===== config.mk =====
export PLATFORM = sky130hd
export DESIGN_NAME = pae32_xlat_unit
export DESIGN_NICKNAME = d
export VERILOG_FILES = /design/src/rtl/pae32_pkg.sv /design/src/rtl/pae32_xlat_port.sv /design/src/rtl/pae32_xlat_unit.sv
export SDC_FILE = /design/constraint.sdc
export NUM_CORES = 1
export LEC_CHECK = 0
export ABC_CLOCK_PERIOD_IN_PS = 3400
export CAP_MARGIN = 5
export CORE_UTILIZATION = 42
export CTS_CLUSTER_SIZE = 25
export DETAILED_ROUTE_END_ITERATION = 10
export PLACE_DENSITY_LB_ADDON = 0.3
export SYNTH_ARGS = -nofsm -noshare
export SYNTH_HDL_FRONTEND = slang
export SYNTH_SLANG_ARGS = --single-unit

===== constraint.sdc =====
create_clock -name clk -period 3.4 [get_ports clk]
set_input_delay 0.51 -clock clk [delete_from_list [all_inputs] [get_ports clk]]
set_output_delay 0.51 -clock clk [all_outputs]
set_load 0.03 [all_outputs]

===== src/rtl/pae32_pkg.sv =====
// Shared widths, fault cause encodings and FSM state type for the PAE32
// address translation stage.
package pae32_pkg;

  localparam int VA_W = 24;
  localparam int PA_W = 32;

  typedef enum logic [1:0] {
    PF_NONE  = 2'b00,
    PF_IMISS = 2'b01,
    PF_DRD   = 2'b10,
    PF_DWR   = 2'b11
  } pf_cause_e;

  typedef enum logic {
    ST_IDLE  = 1'b0,
    ST_FAULT = 1'b1
  } xlat_state_e;

endpackage


===== src/rtl/pae32_xlat_port.sv =====
// Combinational translation for one port: picks flat, supervisor huge-page
// or user single-tag mapping from the mode bits and composes the PA.
module pae32_xlat_port
  import pae32_pkg::*;
(
  input  logic            mmu_enable,
  input  logic            supervisor_mode,
  input  logic [10:0]     hugepage_ptr,
  input  logic [7:0]      pte_h8,
  input  logic [15:0]     pae_h16,
  input  logic [VA_W-1:0] va,
  output logic            hit,
  output logic [PA_W-1:0] pa
);

  always_comb begin
    hit = 1'b1;
    pa  = {8'h00, va};
    if (mmu_enable) begin
      if (supervisor_mode) begin
        // Upper half of the VA space maps onto the single 2 MiB huge page.
        if (va[23]) begin
          pa = {hugepage_ptr, va[20:0]};
        end
      end else begin
        hit = (va[23:16] == pte_h8);
        pa  = {pae_h16, va[15:0]};
      end
    end
  end

endmodule


===== src/rtl/pae32_xlat_unit.sv =====
// PAE32 translation stage: two translation ports, registered responses and an
// IDLE/FAULT handshake FSM. Optional fault counter: PAE32_XLAT_FAULT_CNT_EN.
module pae32_xlat_unit
  import pae32_pkg::*;
(
  input  logic            clk,
  input  logic            rst,
  input  logic            mmu_enable,
  input  logic            supervisor_mode,
  input  logic [10:0]     hugepage_ptr,
  input  logic [7:0]      ipte_h8,
  input  logic [7:0]      dpte_h8,
  input  logic [15:0]     ipae_h16,
  input  logic [15:0]     dpae_h16,
  input  logic            i_req_valid,
  output logic            i_req_ready,
  input  logic [VA_W-1:0] i_va,
  output logic            i_rsp_valid,
  output logic [PA_W-1:0] i_pa,
  input  logic            d_req_valid,
  output logic            d_req_ready,
  input  logic [VA_W-1:0] d_va,
  input  logic            d_we,
  output logic            d_rsp_valid,
  output logic [PA_W-1:0] d_pa,
  output logic            d_rsp_we,
  output logic            pf_req,
  input  logic            pf_ack,
  output logic [1:0]      pf_cause,
  output logic [VA_W-1:0] pf_va,
  output logic [7:0]      fault_cnt
);

  // Handshake: a request is accepted on a rising clk edge where
  // req_valid & req_ready; the response follows exactly one cycle later with
  // no backpressure. pf_req stays high until pf_ack is sampled high.

  xlat_state_e     state_q, state_d;
  pf_cause_e       pf_cause_q, pf_cause_d;
  logic [VA_W-1:0] pf_va_q, pf_va_d;
  logic            i_rsp_valid_q, i_rsp_valid_d;
  logic [PA_W-1:0] i_pa_q, i_pa_d;
  logic            d_rsp_valid_q, d_rsp_valid_d;
  logic [PA_W-1:0] d_pa_q, d_pa_d;
  logic            d_rsp_we_q, d_rsp_we_d;

  logic            i_hit, d_hit;
  logic [PA_W-1:0] i_pa_x, d_pa_x;
  logic            i_acc, d_acc, i_miss, d_miss, ready;

  pae32_xlat_port u_iport (
    .mmu_enable      (mmu_enable),
    .supervisor_mode (supervisor_mode),
    .hugepage_ptr    (hugepage_ptr),
    .pte_h8          (ipte_h8),
    .pae_h16         (ipae_h16),
    .va              (i_va),
    .hit             (i_hit),
    .pa              (i_pa_x)
  );

  pae32_xlat_port u_dport (
    .mmu_enable      (mmu_enable),
    .supervisor_mode (supervisor_mode),
    .hugepage_ptr    (hugepage_ptr),
    .pte_h8          (dpte_h8),
    .pae_h16         (dpae_h16),
    .va              (d_va),
    .hit             (d_hit),
    .pa              (d_pa_x)
  );

  // Ready is forced low while rst is held so nothing is accepted in reset.
  assign ready  = ~rst & (state_q == ST_IDLE);
  assign i_acc  = i_req_valid & ready;
  assign d_acc  = d_req_valid & ready;
  assign i_miss = i_acc & ~i_hit;
  assign d_miss = d_acc & ~d_hit;

  always_comb begin
    state_d    = state_q;
    pf_cause_d = pf_cause_q;
    pf_va_d    = pf_va_q;
    case (state_q)
      ST_IDLE: begin
        // Data miss wins; a simultaneous instruction miss is simply refetched.
        if (d_miss) begin
          state_d    = ST_FAULT;
          pf_cause_d = d_we ? PF_DWR : PF_DRD;
          pf_va_d    = d_va;
        end else if (i_miss) begin
          state_d    = ST_FAULT;
          pf_cause_d = PF_IMISS;
          pf_va_d    = i_va;
        end
      end
      ST_FAULT: begin
        if (pf_ack) begin
          state_d    = ST_IDLE;
          pf_cause_d = PF_NONE;
        end
      end
      default: state_d = ST_IDLE;
    endcase
  end

  always_comb begin
    i_rsp_valid_d = i_acc & i_hit;
    i_pa_d        = (i_acc & i_hit) ? i_pa_x : i_pa_q;
    d_rsp_valid_d = d_acc & d_hit;
    d_pa_d        = (d_acc & d_hit) ? d_pa_x : d_pa_q;
    d_rsp_we_d    = d_acc & d_hit & d_we;
  end

  always_ff @(posedge clk or posedge rst) begin
    if (rst) begin
      state_q       <= ST_IDLE;
      pf_cause_q    <= PF_NONE;
      pf_va_q       <= '0;
      i_rsp_valid_q <= 1'b0;
      i_pa_q        <= '0;
      d_rsp_valid_q <= 1'b0;
      d_pa_q        <= '0;
      d_rsp_we_q    <= 1'b0;
    end else begin
      state_q       <= state_d;
      pf_cause_q    <= pf_cause_d;
      pf_va_q       <= pf_va_d;
      i_rsp_valid_q <= i_rsp_valid_d;
      i_pa_q        <= i_pa_d;
      d_rsp_valid_q <= d_rsp_valid_d;
      d_pa_q        <= d_pa_d;
      d_rsp_we_q    <= d_rsp_we_d;
    end
  end

`ifdef PAE32_XLAT_FAULT_CNT_EN
  logic       fault_enter;
  logic [7:0] fault_cnt_q, fault_cnt_d;

  assign fault_enter = (state_q == ST_IDLE) & (state_d == ST_FAULT);

  always_comb begin
    fault_cnt_d = fault_cnt_q;
    if (fault_enter && (fault_cnt_q != 8'hFF)) begin
      fault_cnt_d = fault_cnt_q + 8'd1;
    end
  end

  always_ff @(posedge clk or posedge rst) begin
    if (rst) begin
      fault_cnt_q <= 8'h00;
    end else begin
      fault_cnt_q <= fault_cnt_d;
    end
  end

  assign fault_cnt = fault_cnt_q;
`else
  assign fault_cnt = 8'h00;
`endif

  assign i_req_ready = ready;
  assign d_req_ready = ready;
  assign i_rsp_valid = i_rsp_valid_q;
  assign i_pa        = i_pa_q;
  assign d_rsp_valid = d_rsp_valid_q;
  assign d_pa        = d_pa_q;
  assign d_rsp_we    = d_rsp_we_q;
  assign pf_req      = (state_q == ST_FAULT);
  assign pf_cause    = pf_cause_q;
  assign pf_va       = pf_va_q;

endmodule


==> summary.md, run 1 <==
| Metric | Value |
|---|---|
| Count leader, synth | sky130_fd_sc_hd__mux2_2 |
| Inserted Clock Buffers | 9 |
| Cell variety after synth | 34 |
| Number of detailed-route iterations in the first pass | 6 |
| Layout Nets | 702 |
| Maximum vdd drop | 0.423 mV |
| Reg2reg end | pf_va[0] |
| Top cells by count, synth | sky130_fd_sc_hd__mux2_2 (95), sky130_fd_sc_hd__dfrtp_1 (94), sky130_fd_sc_hd__nand2_1 (38) |
| Top fanout value on the critical path | 5 |
| Multiplexer fraction of the synthesized cell area | 28.2% |
| CP max stage delay | 760 ps |
| Die height | 108 µm |
| Worst-Margin Slew | 728 ps |
| Area grow syn2layout | 53.0% |
| Post-Synthesis Mean Instance Area | 12.5 µm² |
| Maximum number of pins on one net before global-route repair | 54 |
| Vias in the first global route | 3979 |
| Number of antenna violations at the first check in global routing | 0 |
| Post-CTS Setup Bufs | 0 |
| Worst reg2reg startpoint | pf_req |
| Critical-path cell list | clkdlybuf4s50_1 -> nor2_2 -> clkdlybuf4s50_1 |
| Overall Global Routing Usage | 23.2% |
| Tmin final | 2640 ps |
| Hold worst-path end | i_pa[30] |
| Arrival time at the worst endpoint | 2130 ps |
| Hold buffer count at CTS | 0 |
| Final HPWL DP | 9570 µm |
| H-Tree Level Count | 3 |
| Total power per unit cell area | 605 nW/µm² |
| Cts repair resizes | 0 |
| Worst clock skew | 13.0 ps |
| Number of vias after detailed routing | 3693 |
| Mapped cell area | 4740 µm² |
| Final Slew Violations | 0 |
| Highest Clock Rate | 0.379 GHz |
| Final Wtd Congestion | 0.828 |
| DRC | 0 |
| Routed vias/inst | 5.05 |
| Grt total ovfl | 0 |
| # clock sinks | 94 |
| Unrepaired setup endpoints after global routing | no |
| Relative max-transition margin | 51.5% |
| R2R depth | 6 |
| Hold crit path type | reg -> reg |
| Worst slack on hold paths | 504 ps |
| CTS clk-pin slew, worst paths | 60 ps |
| Worst Hold Depth | 1 |
| Status | complete, no violations |
| Register-to-register setup slack | 1310 ps |
| Starting utilization of the core area | 43.3% |
| Die Outline Area | 11700 µm² |
| Number of synthesized register bits | 94 |
| Global-route wire length before repair | 20200 µm |
| Slowest cell on crit path | sky130_fd_sc_hd__clkdlybuf4s50_1 |
| Fraction of registers with async set/reset | 100% |
| Max cap viols | 0 |
| Sequential fraction of the synthesis area | 49.6% |
| Largest area contributor in the netlist | sky130_fd_sc_hd__dfrtp_1 |
| Clock tree from TritonCTS | built |
| Required time at the worst-slack endpoint | 2890 ps |
| Final sum of negative setup slack | 0 ps |
| Fill count | 878 |
| Critical path endpoint category | output pin |
| Most used flip-flop cell after synthesis | sky130_fd_sc_hd__dfrtp_1 |
| Type of the worst setup path | in -> out |
| Io pins | 219 |
| Clock Tree Buf Depth | 2 |
| Remaining antenna violation count | 0 |
| Latest clock arrival within the worst-skew pair | 350 ps |
| Static power due to leakage | 3.09 nW |
| Critical hold path startpoint | i_pa[30] |
| Adder-cell share of the synthesized area | 0% |
| Fraction of layout cells with a size suffix above 1 | 24.8% |
| Port-buffer cells | 210 |
| Main combinational cell family by area after synthesis | multiplexers |
| Crit path top cell by count | sky130_fd_sc_hd__clkdlybuf4s50_1 |
| Overall routed net length | 12900 µm |
| Chip width | 108 µm |
| Count of mapped cells out of synthesis | 380 |
| XOR/XNOR share of the synthesized area | 2.96% |
| Final Hold Fails | 0 |
| Post-synthesis compound-gate area fraction | 5.04% |
| Post-synthesis share of cell area spent on and, or, nand and nor gates | 9.64% |
| Post-detailed-route wirelength per cell | 17.7 µm |
| Type of element launching the critical path | input port |
| Detailed router's first-iteration violation count | 126 |
| Post-synth top area share | 49.6% |
| Final period util | 77.5% |
| Number of warnings printed during yosys synthesis | 0 |
| Largest cells by area after synthesis | sky130_fd_sc_hd__dfrtp_1 (50%), sky130_fd_sc_hd__mux2_2 (23%), sky130_fd_sc_hd__mux2_4 (5.4%) |
| Number of diodes | 0 |
| Core box area | 10900 µm² |
| Number of setup violations in the final report | 0 |
| Placement row count | 38 |
| Root Buffer | sky130_fd_sc_hd__clkbuf_16 |
| Post-synth EDFFs | 0 |
## through the flow
step           utilization, %  cell area, µm²  worst slack, ps  instances  total power, mW
2_1_floorplan               -            4760              441        387             2.53
6_report                 66.3            7250              763        732             4.38
5_1_grt                  66.3            7250              675        732             4.58
3_3_place_gp             63.4            6930              596        716             3.29
3_5_place_dp             63.4            6930              542        716             3.33
4_1_cts                  66.3            7250              746        732             4.43
## layer usage
| metal | vias to the layer above | wire [µm] | part of all wire [%] | track usage [%] |
|---|---|---|---|---|
| met5 | - | 0 | 0 | 0 |
| met4 | 0 | 242 | 1.9 | 8.81 |
| met3 | 19 | 1040 | 8.1 | 7.59 |
| met2 | 147 | 6470 | 50 | 40.4 |
| met1 | 1816 | 5180 | 40 | 26.2 |
| li1 | 1711 | - | - | - |
## area by class of cell
type	count	area, µm²	area share (%)
timing repair buffer	219	2180	30.1
sequential	94	2350	32.4
clock buffer	10	229	3.16
inverter	4	17.5	0.242
multi-input combinational	259	2200	30.4
clock inverter	6	91.3	1.26
tap	140	175	2.42
## placed cells by master, fill, tap and decap left out, types with 2 or more instances in the layout
master	Yosys	layout
sky130_fd_sc_hd__inv_6	0	2
sky130_fd_sc_hd__inv_1	4	3
sky130_fd_sc_hd__nor2_2	2	2
sky130_fd_sc_hd__nand2b_1	11	11
sky130_fd_sc_hd__mux2_2	95	95
sky130_fd_sc_hd__nand3b_1	2	2
sky130_fd_sc_hd__nand2_1	38	37
sky130_fd_sc_hd__conb_1	1	8
sky130_fd_sc_hd__a21boi_0	10	10
sky130_fd_sc_hd__bufinv_16	0	2
sky130_fd_sc_hd__nand4_1	3	3
sky130_fd_sc_hd__o21ai_0	3	3
sky130_fd_sc_hd__nand3_1	9	9
sky130_fd_sc_hd__a21oi_1	13	13
sky130_fd_sc_hd__clkdlybuf4s50_1	0	210
sky130_fd_sc_hd__nor2b_1	14	14
sky130_fd_sc_hd__dfrtp_1	94	94
sky130_fd_sc_hd__o22ai_1	6	6
sky130_fd_sc_hd__buf_4	11	8
sky130_fd_sc_hd__clkbuf_16	0	9
sky130_fd_sc_hd__mux2_4	17	17
sky130_fd_sc_hd__xnor2_1	16	16
## critical path: cells and delay by family
family,cells,cell delay (ps)
buffers and inverters,2,1230
AND/OR/NAND/NOR,1,380
## flip-flops by register name, indices dropped and copies added, names as in the netlist
signal / cells
d_pa: 32
pf_req: 1
i_rsp_valid: 1
i_pa: 32
d_rsp_we: 1
d_rsp_valid: 1
pf_cause: 2
pf_va: 24
## kinds of logic (layout without fill, tap and decap cells)
logic type | after synthesis | in the layout
compound gates | 36 | 36
xor+xnor | 16 | 16
buf+inv | 34 | 239
flops | 94 | 94
mux | 113 | 113
other cells | 1 | 8
simple gates | 86 | 86
## worst max-delay path by stage
stage,start,endpoint,slack (ps),cells after the start
after floorplan,rst,d_pa[0],440,1
after global placement,d_va[23],d_pa[26],600,6
after detailed placement,d_va[23],d_pa[1],540,6
after CTS,rst,i_req_ready,750,3
after global routing,rst,d_req_ready,680,3
final,rst,i_req_ready,760,3
## power by group
group          internal (mW)  switching (mW)  leakage, nW
sequential              1.38           0.143         1.14
clock                  0.650           0.434        0.157
combinational          0.883           0.897         1.79
total                   2.91            1.47         3.09
(Power assumes the default switching activity.)
==> run 2: changes to the inputs <==
ABC_CLOCK_PERIOD_IN_PS = 2400   (was 3400)
CORE_UTILIZATION = 38   (was 42)
clock period = 2.4 ns   (was 3.4 ns; I/O delays follow)
==> summary.md, run 2 (synthesized netlist as in run 1, its figures left out) <==
| Metric | Value |
|---|---|
| Status | complete, no violations |
| Post-CTS Setup Bufs | 0 (unchanged) |
| Placement row count | 40 (+5.3%) |
| Worst slack on hold paths | 491 ps (-12.6 ps) |
| Core box area | 12100 µm² (+10%) |
| Crit path top cell by count | sky130_fd_sc_hd__clkdlybuf4s50_1 |
| Unrepaired setup endpoints after global routing | no |
| Latest clock arrival within the worst-skew pair | 340 ps (about the same) |
| Overall routed net length | 13000 µm (+0.61%) |
| H-Tree Level Count | 3 (unchanged) |
| Cts repair resizes | 0 (unchanged) |
| Most frequent cells in the layout | sky130_fd_sc_hd__clkdlybuf4s50_1 (210), sky130_fd_sc_hd__mux2_2 (95), sky130_fd_sc_hd__dfrtp_1 (94) |
| Chip width | 114 µm (+5.0%) |
| DRC | 0 (unchanged) |
| Sequential share of power | 34.6% (about the same) |
| Max cap viols | 0 (unchanged) |
| Post-detailed-route wirelength per cell | 16.7 µm (-5.7%) |
| Root Buffer | sky130_fd_sc_hd__clkbuf_16 |
| Routed vias/inst | 4.74 (-6.1%) |
| Detailed router's first-iteration violation count | 117 (-7.1%) |
| Clock tree from TritonCTS | built |
| Clock Tree Buf Depth | 2 (unchanged) |
| CTS clk-pin slew, worst paths | 70 ps (about the same) |
| Portion of total power attributed to combinational logic | 41.3% (+0.7 points) |
| Vias in the first global route | 3867 (-2.8%) |
| Total power per unit cell area | 828 nW/µm² (+37%) |
| Highest Clock Rate | 0.450 GHz |
| Cell family contributing the most delay on the critical path | buffers and inverters |
| Final period util | 92.6% |
| Remaining antenna violation count | 0 (unchanged) |
| Slowest cell on crit path | sky130_fd_sc_hd__clkdlybuf4s50_1 |
| Type of element launching the critical path | input port |
| Number of setup violations in the final report | 0 (unchanged) |
| Switching component of the power | 2.14 mW (+45%) |
| Fill count | 982 (+12%) |
| Final Hold Fails | 0 (unchanged) |
| Number of vias after detailed routing | 3700 (+0.19%) |
| Final HPWL DP | 9800 µm (+2.4%) |
| Inserted Clock Buffers | 9 (unchanged) |
| Buffer and inverter count on the worst path | 3 (+1) |
| Number of diodes | 0 (unchanged) |
| Area grow syn2layout | 58.7% |
| CP max stage delay | 670 ps (-90 ps) |
| Port-buffer cells | 210 (unchanged) |
| Final sum of negative setup slack | 0 ps (unchanged) |
| Number of antenna violations at the first check in global routing | 0 (unchanged) |
| Layout Nets | 723 (+3.0%) |
| Maximum vdd drop | 0.508 mV (+20%) |
| Cell internal power dissipation | 4.09 mW (+41%) |
| Fraction of layout cells with a size suffix above 1 | 27.6% (+2.7 points) |
| Die Outline Area | 12900 µm² (+10%) |
| Number of detailed-route iterations in the first pass | 4 (-2) |
| Die height | 114 µm (+5.0%) |
| Relative max-transition margin | 45.9% (-5.5 points) |
| Critical path endpoint category | output pin |
| Grt total ovfl | 0 (unchanged) |
| Switching fraction of total power | 34.3% (+0.66 points) |
| Top fanout value on the critical path | 3 (-2) |
| Power share of the clock group | 24.1% (-0.6 points) |
| Tmin final | 2220 ps |
| Maximum number of pins on one net before global-route repair | 38 (-30%) |
| Hold buffer count at CTS | 0 (unchanged) |
| Critical-path cell list | clkdlybuf4s50_1 -> nor2_2 -> buf_4 -> clkdlybuf4s50_1 |
| Most common cell after layout, fill and taps aside | sky130_fd_sc_hd__clkdlybuf4s50_1 |
| Final setup slack of the worst path | 178 ps (-586 ps) |
| Arrival time at the worst endpoint | 1860 ps (-270 ps) |
| Overall Global Routing Usage | 21.0% (-2.2 points) |
| Final Slew Violations | 0 (unchanged) |
| Worst slack after detailed placement | -145 ps (-687 ps) |
| Hold crit path type | in -> async |
| # clock sinks | 94 (unchanged) |
| Static power due to leakage | 3.21 nW (+3.9%) |
| Worst clock skew | 6.63 ps (-6.41 ps) |
| Required time at the worst-slack endpoint | 2040 ps (-850 ps) |
| Global-route wire length before repair | 20500 µm (+1.3%) |
| Starting utilization of the core area | 39.3% (-4.0 points) |
| Io pins | 219 (unchanged) |
| Final Wtd Congestion | 0.755 (-8.8%) |
| Type of the worst setup path | in -> out |
| Worst-Margin Slew | 809 ps (+81.0 ps) |
==> run 2: layout make-up <==
class                           count  area (µm²)  area share (%)
Timing Repair Buffer              240        2410            32.1
Sequential cell                    94        2350            31.3
Multi-Input combinational cell    259        2210            29.4
Clock buffer                       10         239            3.18
Tap cell                          168         210            2.80
Clock inverter                      6        75.1           0.999
Inverter                            4        18.8           0.250
==> run 2: path summary, 6_finish.rpt <==
check                               from     endpoint  cells after the start  slack, ps
worst max-delay path                 rst  i_req_ready                      4        180
worst min-delay path                 rst  pf_cause[0]                      2        490
worst max register to register    pf_req     pf_va[4]                      4        490
worst min register to register  i_pa[23]     i_pa[23]                      1        500
max in group asynchronous            rst     i_pa[19]                      3       1330
min in group clk                i_pa[23]     i_pa[23]                      1        500
==> run 2: through the flow <==
step	area [µm²]	std cells	utilization [%]	power, mW
floorplan	4770	387	-	3.59
global placement	7200	765	59.7	4.72
detailed placement	7200	765	59.7	4.76
CTS	7520	781	62.3	6.29
global route	7520	781	62.3	6.51
finish	7520	781	62.3	6.23
==> run 2: metal layers <==
layer  track usage (%)  up-vias  wire length (µm)
met3              6.43       18              1030
met1              25.2     1782              5340
met5                 0        -                 0
li1                  -     1754                 -
met4              7.54        0               239
met2              35.6      146              6400
==> run 2: power groups by stage <==
stage               Sequential, mW  Clock [mW]  Combinational [mW]
floorplan                     2.90           0               0.691
global placement              2.16           0                2.55
detailed placement            2.18           0                2.58
CTS                           2.16        1.54                2.59
global route                  2.20        1.61                2.70
finish                        2.15        1.50                2.57
